**config.mk**
```make
export PLATFORM = sky130hd
export DESIGN_NAME = if_stage
export DESIGN_NICKNAME = d
export VERILOG_FILES = /design/src/rtl/cpu_defs.sv /design/src/rtl/if_stage_pc_next_sel.sv /design/src/rtl/if_stage.sv
export SDC_FILE = /design/constraint.sdc
export NUM_CORES = 1
export LEC_CHECK = 0
export ABC_AREA = 1
export CORE_AREA = 3 3 141 88
export DETAILED_ROUTE_END_ITERATION = 10
export DIE_AREA = 0 0 144 91
export GPL_ROUTABILITY_DRIVEN = 0
export MAX_ROUTING_LAYER = met4
export PLACE_DENSITY = 0.81
export SYNTH_ARGS = -nofsm -noshare
export SYNTH_HDL_FRONTEND = slang
export SYNTH_SLANG_ARGS = --single-unit
```
**constraint.sdc**
```tcl
create_clock -name clk -period 1.8 [get_ports clk]
set_clock_uncertainty 0.05 [all_clocks]
set_input_delay 0.36 -clock clk [delete_from_list [all_inputs] [get_ports clk]]
set_output_delay 0.36 -clock clk [all_outputs]
set_load 0.01 [all_outputs]
```
**src/rtl/cpu_defs.sv**
```systemverilog
// Shared definitions for the MIPS32 fetch path: reset/vector addresses, bubble
// encoding and the kernel-mode PC increment.
package cpu_defs;

   localparam logic [31:0] RESET_PC   = 32'h0040_0000;
   localparam logic [31:0] IRQ_VEC    = 32'h8000_0004;
   localparam logic [31:0] EXC_VEC    = 32'h8000_0008;
   localparam logic [31:0] NOP        = 32'h0000_0000;
   localparam int          KERNEL_BIT = 31;

   typedef enum logic [2:0] {
      SRC_SEQ   = 3'd0,
      SRC_HOLD  = 3'd1,
      SRC_REDIR = 3'd2,
      SRC_IRQ   = 3'd3,
      SRC_EXC   = 3'd4
   } pc_src_e;

   // The kernel flag rides along untouched; only the low 31 bits count.
   function automatic logic [31:0] pc_inc(input logic [31:0] pc);
      return {pc[KERNEL_BIT], pc[30:0] + 31'd4};
   endfunction

   function automatic logic [31:0] word_align(input logic [31:0] addr);
      return {addr[31:2], 2'b00};
   endfunction

endpackage

```
**src/rtl/if_stage_pc_next_sel.sv**
```systemverilog
// Combinational next-PC selection: fixed-priority mux over exception, interrupt,
// redirect, stall and sequential fetch, plus the PC+4 adder.
module pc_next_sel
   import cpu_defs::*;
(
   input  logic [31:0] pc,
   input  logic        exception,
   input  logic        irq,
   input  logic        redirect_valid,
   input  logic [31:0] redirect_pc,
   input  logic        stall_if,
   output logic [31:0] next_pc,
   output logic [31:0] pc_plus4,
   output logic        irq_taken,
   output pc_src_e     src
);

   // Priority decode of the PC source; irq is masked in kernel mode.
   always_comb begin
      pc_plus4  = pc_inc(pc);
      irq_taken = irq & ~pc[KERNEL_BIT];
      src       = SRC_SEQ;
      if (exception) begin
         src = SRC_EXC;
      end else if (irq_taken) begin
         src = SRC_IRQ;
      end else if (redirect_valid) begin
         src = SRC_REDIR;
      end else if (stall_if) begin
         src = SRC_HOLD;
      end else begin
         src = SRC_SEQ;
      end
   end

   // Next-PC value for the selected source.
   always_comb begin
      next_pc = pc_plus4;
      case (src)
         SRC_EXC:   next_pc = EXC_VEC;
         SRC_IRQ:   next_pc = IRQ_VEC;
         SRC_REDIR: next_pc = word_align(redirect_pc);
         SRC_HOLD:  next_pc = pc;
         SRC_SEQ:   next_pc = pc_plus4;
         default:   next_pc = pc_plus4;
      endcase
   end

endmodule

```
**src/rtl/if_stage.sv**
```systemverilog
// Instruction-fetch stage: program counter, ROM addressing and the IF/ID
// pipeline register, with redirect/vector/stall/flush handling.
module if_stage
   import cpu_defs::*;
(
   input  logic        clk,
   input  logic        reset,
   input  logic        stall_if,
   input  logic        flush_if,
   input  logic        redirect_valid,
   input  logic [31:0] redirect_pc,
   input  logic        irq,
   input  logic        exception,
   output logic [31:0] inst_addr,
   input  logic [31:0] inst,
   output logic [31:0] pc,
   output logic [31:0] ifid_inst,
   output logic [31:0] ifid_pc_plus4,
   output logic        ifid_valid
);

   logic [31:0] next_pc;
   logic [31:0] pc_plus4;
   logic        irq_taken;
   pc_src_e     src;
   logic        bubble;

   pc_next_sel u_pc_next_sel (
      .pc             (pc),
      .exception      (exception),
      .irq            (irq),
      .redirect_valid (redirect_valid),
      .redirect_pc    (redirect_pc),
      .stall_if       (stall_if),
      .next_pc        (next_pc),
      .pc_plus4       (pc_plus4),
      .irq_taken      (irq_taken),
      .src            (src)
   );

   assign inst_addr = pc;

   // Any control-flow change discards the word currently being fetched.
   always_comb begin
      bubble = exception | irq_taken | redirect_valid | flush_if;
   end

   // Program counter register.
   always_ff @(posedge clk or negedge reset) begin
      if (!reset) begin
         pc <= RESET_PC;
      end else begin
         pc <= next_pc;
      end
   end

   // IF/ID pipeline register: bubble beats hold beats load.
   always_ff @(posedge clk or negedge reset) begin
      if (!reset) begin
         ifid_inst     <= NOP;
         ifid_pc_plus4 <= 32'h0000_0000;
         ifid_valid    <= 1'b0;
      end else if (bubble) begin
         ifid_inst     <= NOP;
         ifid_pc_plus4 <= 32'h0000_0000;
         ifid_valid    <= 1'b0;
      end else if (stall_if) begin
         ifid_inst     <= ifid_inst;
         ifid_pc_plus4 <= ifid_pc_plus4;
         ifid_valid    <= ifid_valid;
      end else begin
         ifid_inst     <= inst;
         ifid_pc_plus4 <= pc_plus4;
         ifid_valid    <= 1'b1;
      end
   end

endmodule

```
## Yosys cells after proc, flatten, opt, wreduce, memory -nomap -nowiden

Index checks and enable logic that the tools add are counted.

- Multiply operators: 0
- Eq/ne operators: 5
- Add/subtract/negate cells: 1
- Mux-type cells: 11
- Reductions and logical operators: 2
- Divide/modulo/power cells: 0
- Shift operators: 0
- Bitwise logic cells: 6
- Magnitude comparators: 0

Operator list:

| kind | count |
|---|---|
| 32-bit 2-to-1 mux | 4 |
| 32-bit case mux with 4 select lines | 1 |
| 31-bit by 3-bit adder with 31-bit output (second input constant) | 1 |
| 3-bit 2-to-1 mux | 3 |
| 3-bit by 2-bit equality test with 1-bit output (second input constant) | 2 |
| 3-bit by 1-bit equality test with 1-bit output (second input constant) | 1 |
| 3-bit equality test (second input constant) | 1 |
| 1-bit 2-to-1 mux | 3 |
| 1-bit bitwise OR | 3 |
| 3-bit nonzero test | 1 |
| 2-bit by 1-bit != test with 1-bit output (second input constant) | 1 |
| 1-bit NOT | 2 |
| 2-bit AND reduction | 1 |
| 1-bit AND | 1 |

- Flip-flop bits (word level): 97
- Bits in read-only memories: 0
- Memories kept: 0
- Memory bits (writable): 0
- Latch bits: 0
- Input bits: 71

## Logic depth before layout (Yosys ltp)

- Depth in word-level cells: 7
- Depth in mapped cells: 10
- Depth with buffers taken out: 10

## Hierarchy

Synthesis repeated with hierarchy kept, for this count alone.

- Cell total of the unflattened synthesis: 854
- Area total of the unflattened synthesis: 5853.1 um2

Modules (own cells, without submodules):

| module | cells each | instances | area each (um2) |
|---|---|---|---|
| if_stage | 540 | 1 | 4249.1 |
| pc_next_sel | 314 | 1 | 1604.0 |

## Least setup slack after synthesis

No wires, ideal clock.

- Path type: reg2reg
- Start point: reg pc[2], in the netlist inst_addr[2]
- End point: reg pc[16], in the netlist inst_addr[16]
- Data arrival time: 1.472 ns
- Path slack: 0.201 ns
- Data required time: 1.673 ns
- Cell stages (with the launch flop): 9
- Path through: dfrtp_1 ha_1 nand2_2 nor2_4 nand2_2 nor2_4 xor2_1 nand2_1 a21oi_1

- Longest elaborated chain between the ends: 2

RTL lines:

| element | line | text |
|---|---|---|
| start: declaration | if_stage.sv:16 | `output logic [31:0] pc,` |
| start signal: assignment | if_stage.sv:53 | `pc <= next_pc;` |
| 31-bit by 3-bit adder with 31-bit output | cpu_defs.sv:21 | `return {pc[KERNEL_BIT], pc[30:0] + 31'd4};` |
| 32-bit case mux with 4 select lines | if_stage_pc_next_sel.sv:39 | `case (src)` |

Every way passes these cells.
A chain may end at the register's enable or synchronous reset.

## Worst setup path in the final report

- Start point: reg pc[15], in the netlist inst_addr[15]
- End point: out pc[15]

No word-level cell between the ends.

==> impl_metrics.py <==
metrics = {
    "sta": {
        "finalCriticalPeriod_ns": 1.77,
        "setup_viol": 0,
        "timing.hold.ws_ns": 0.420,
        "finalCritPeriodShare_pct": 98.4,
        "drv_slew": 0,
        "final_hold_viol_count": 0,
        "fmaxAchievable_ghz": 0.565,
    },
    "power": {
        "p_leak_nw": 3.56,
        "switchingPower_w": 0.00146,
        "sw_frac_of_total_pct": 26.8,
        "vdd.ir_drop.worst_mv": 0.511,
        "power.share.clock_pct": 38.2,
        "comb_power_share_pct": 19.2,
        "p_seq_share_pct": 42.6,
        "internal-power_w": 0.00398,
        "power_density_nw_per_um2": 735,
    },
    "setup_path": {
        "max_stage_delay_ns": 0.58,
        "crit_family": "buffers and inverters",
        "cp-end-kind": "output pin",
        "regToRegSetupSlack_ns": 0.10,
        "reg2regPathDepth": 10,
        "arrival_ns": 1.36,
        "reg2reg_from": "inst_addr[2]$_DFFE_PN0P_",
        "critPathLaunchType": "flop",
        "crit_required_ns": 1.39,
        "critPathSlowestCell": "clkdlybuf4s50_1",
        "crit_buf_inv": 1,
        "cp_cell_sequence": "clkdlybuf4s50_1",
        "regToRegEndpoint": "inst_addr[24]$_DFFE_PN0P_",
        "worstSetupPathType": "flop to output pin",
        "critPathMaxFanout": 6,
    },
    "global_routing": {
        "grt_pass1_wl_mm": 24.3,
        "track_usage_pct": 23.9,
        "grtUsageMet3_pct": 5.89,
        "use_met1_pct": 34.7,
        "busiest_layer": "met2",
        "grt_max_degree": 41,
        "grt_pass1_vias": 4528,
        "grtUsageMet2_pct": 35.0,
        "antenna_found_initial": 0,
        "overflow": 0,
    },
    "floorplan": {
        "rows": 30,
        "io_pins": 200,
        "die_w_um": 144,
        "initial_core_util_pct": 43.7,
        "die_y_um": 91,
        "die_area_um2": 13100,
        "coreArea_um2": 11200,
    },
    "synthesis": {
        "yosys-top-cells-area": "dfrtp_1 47%, nand2_1 16%, a22o_1 6.8%, buf_4 5.5%, nor2_1 4.4%",
        "synth_top_family_by_area": "simple AND/OR/NAND/NOR gates",
        "synth_compound_area_share_pct": 11.2,
        "avgSynthCellArea_um2": 8.21,
        "synthMuxAreaShare_pct": 0,
        "synth-xor-area-share_pct": 2.83,
        "netlist_area_um2": 4900,
        "yosysTopAreaCellShare_pct": 47.0,
        "ys_types": 33,
        "synth-seq-area-share_pct": 47.5,
        "synth_top_area_cell": "dfrtp_1",
        "synthAdderAreaFrac_pct": 0.255,
        "synthSimpleGateAreaFrac_pct": 26.1,
        "yosys_warnings": 0,
        "ys_ff_latch": 93,
        "synth_cells": 597,
    },
    "route": {
        "routedWlPerCell_um": 16.5,
        "antenna_left": 0,
        "drt_iter0_drc": 368,
        "route.vias.total": 4745,
        "firstDrtPassIters": 5,
        "vias_per_cell": 5.07,
        "drc_errors": 0,
        "finalWirelength_mm": 15.5,
    },
    "outcome": {
        "outcome": "finished clean",
    },
    "flow_run": {
        "drv_cap": 0,
    },
    "hold_path": {
        "hold_path.class": "primary input to asynchronous set/reset pin",
    },
    "layout": {
        "areaGrowthSynthToFinish_pct": 51.2,
        "layoutNonFillerInstCount": 936,
        "drive_gt1_share_pct": 14.1,
        "nets": 859,
        "num_antenna_cells": 0,
    },
    "cts": {
        "cts_tree": "yes",
        "clock-sinks": 93,
        "ctsHtreeMaxLevel": 3,
        "clk_latency_ns": 0.35,
        "cts_inserted_buffers": 9,
        "cts_buffer_depth": 2,
        "root_buffer": "clkbuf_16",
        "path_clk_slew_ns": 0.07,
    },
    "place": {
        "placed_cells": 904,
        "hpwlAfterDp_mm": 11.3,
        "numPortBuffers": 191,
    },
}
[per-stage QoR]
step	total power [W]	util, %	instance area (µm²)	setup WS [ns]	setup TNS, ns
finish	0.00544	66.0	7410	0.0288	0
global route	0.00564	66.0	7410	-0.0102	-0.0158
CTS	0.00541	64.6	7250	0.000601	0
detailed placement	0.00334	61.3	6880	-0.162	-10.55
global placement	0.00332	61.3	6880	-0.0958	-3.47
floorplan	0.00277	-	4920	0.201	0
[layout by cell type, fill, tap and decap left out, types with 11 or more instances in the layout]
cell / Yosys / final
a21oi_1: 20 / 18
dlymetal6s2s_1: 0 / 11
a22o_1: 38 / 38
inv_1: 41 / 41
buf_4: 36 / 33
nand3_1: 22 / 22
dfrtp_2: 0 / 26
clkdlybuf4s50_1: 0 / 175
nor2_1: 58 / 55
nand2_1: 207 / 207
dfrtp_1: 92 / 66
[metal layers]
metal | up-vias | wire length (µm)
li1 | 2242 | -
met1 | 2282 | 7180
met2 | 202 | 6840
met3 | 19 | 1310
met4 | 0 | 142
met5 | - | 0
[worst max-delay path by stage]
stage | endpoint | slack (ns) | startpoint | depth (start not counted)
after floorplan | inst_addr[16]$_DFFE_PN0P_ | 0.20 | inst_addr[2]$_DFFE_PN0P_ | 8
after global placement | ifid_pc_plus4[5]$_DFFE_PN0P_ | -0.1 | irq | 7
after detailed placement | ifid_pc_plus4[30]$_DFFE_PN0P_ | -0.16 | irq | 9
after CTS | pc[29] | 0.0006 | inst_addr[29]$_DFFE_PN0P_ | 1
after global routing | inst_addr[26]$_DFFE_PN0P_ | -0.01 | inst_addr[2]$_DFFE_PN0P_ | 10
final | pc[15] | 0.03 | inst_addr[15]$_DFFE_PN0P_ | 1
[power groups by stage]
stage | sequential, W | clock [W] | combinational [W]
after floorplan | 0.00236 | 0 | 0.000407
after global placement | 0.00235 | 0 | 0.000967
after detailed placement | 0.00235 | 0 | 0.000982
after CTS | 0.00232 | 0.00209 | 0.00100
after global routing | 0.00233 | 0.00218 | 0.00113
final | 0.00232 | 0.00208 | 0.00104
[layout make-up]
cell class	instances	area, µm²
timing repair buffer	232	2340
sequential	93	2360
multi-input combinational	406	2030
inverter	45	169
clock buffer	9	225
clock inverter	7	97.6
tap	144	180
fill	896	3810
[sequential cells by signal (all words and copies together), names as in the netlist]
register,cells
ifid_pc_plus4,30
ifid_inst,32
ifid_valid,1
inst_addr,30
[Yosys cell counts]
cell type,n
nand2_1,207
dfrtp_1,92
nor2_1,58
inv_1,41
a22o_1,38
buf_4,36
nand3_1,22
a21oi_1,20
buf_2,13
xor2_1,10
a31oi_1,6
buf_6,6
nor2_4,6
inv_2,4
nand2_2,4
nand3b_1,4
o21ai_0,4
xnor2_1,4
nor2_2,3
o21ai_1,3
clkbuf_1,2
o21bai_1,2
o22ai_1,2
a21oi_2,1
a22oi_1,1
and2_1,1
clkbuf_4,1
conb_1,1
dfstp_2,1
ha_1,1
nand2_4,1
nor3_4,1
xor2_2,1
[kinds of logic (layout without fill, tap and decap cells)]
group                    after synthesis  in the layout
buffers and inverters                103            293
flip-flops                            93             93
XOR/XNOR                              15             15
other                                  1              6
adder cells (fa/ha/maj)                1              1
AO/OA/AOI/OAI                         77             77
AND/OR/NAND/NOR                      307            307
[timing repair]
action,CTS,global route
pin swaps,0,2
endpoints found under the setup margin,44,50
buffers inserted,3,12
resized for setup,22,25
hold buffers,1,0
hold endpoints to repair,23,0
cloned,0,0
(Power assumes the default switching activity.)
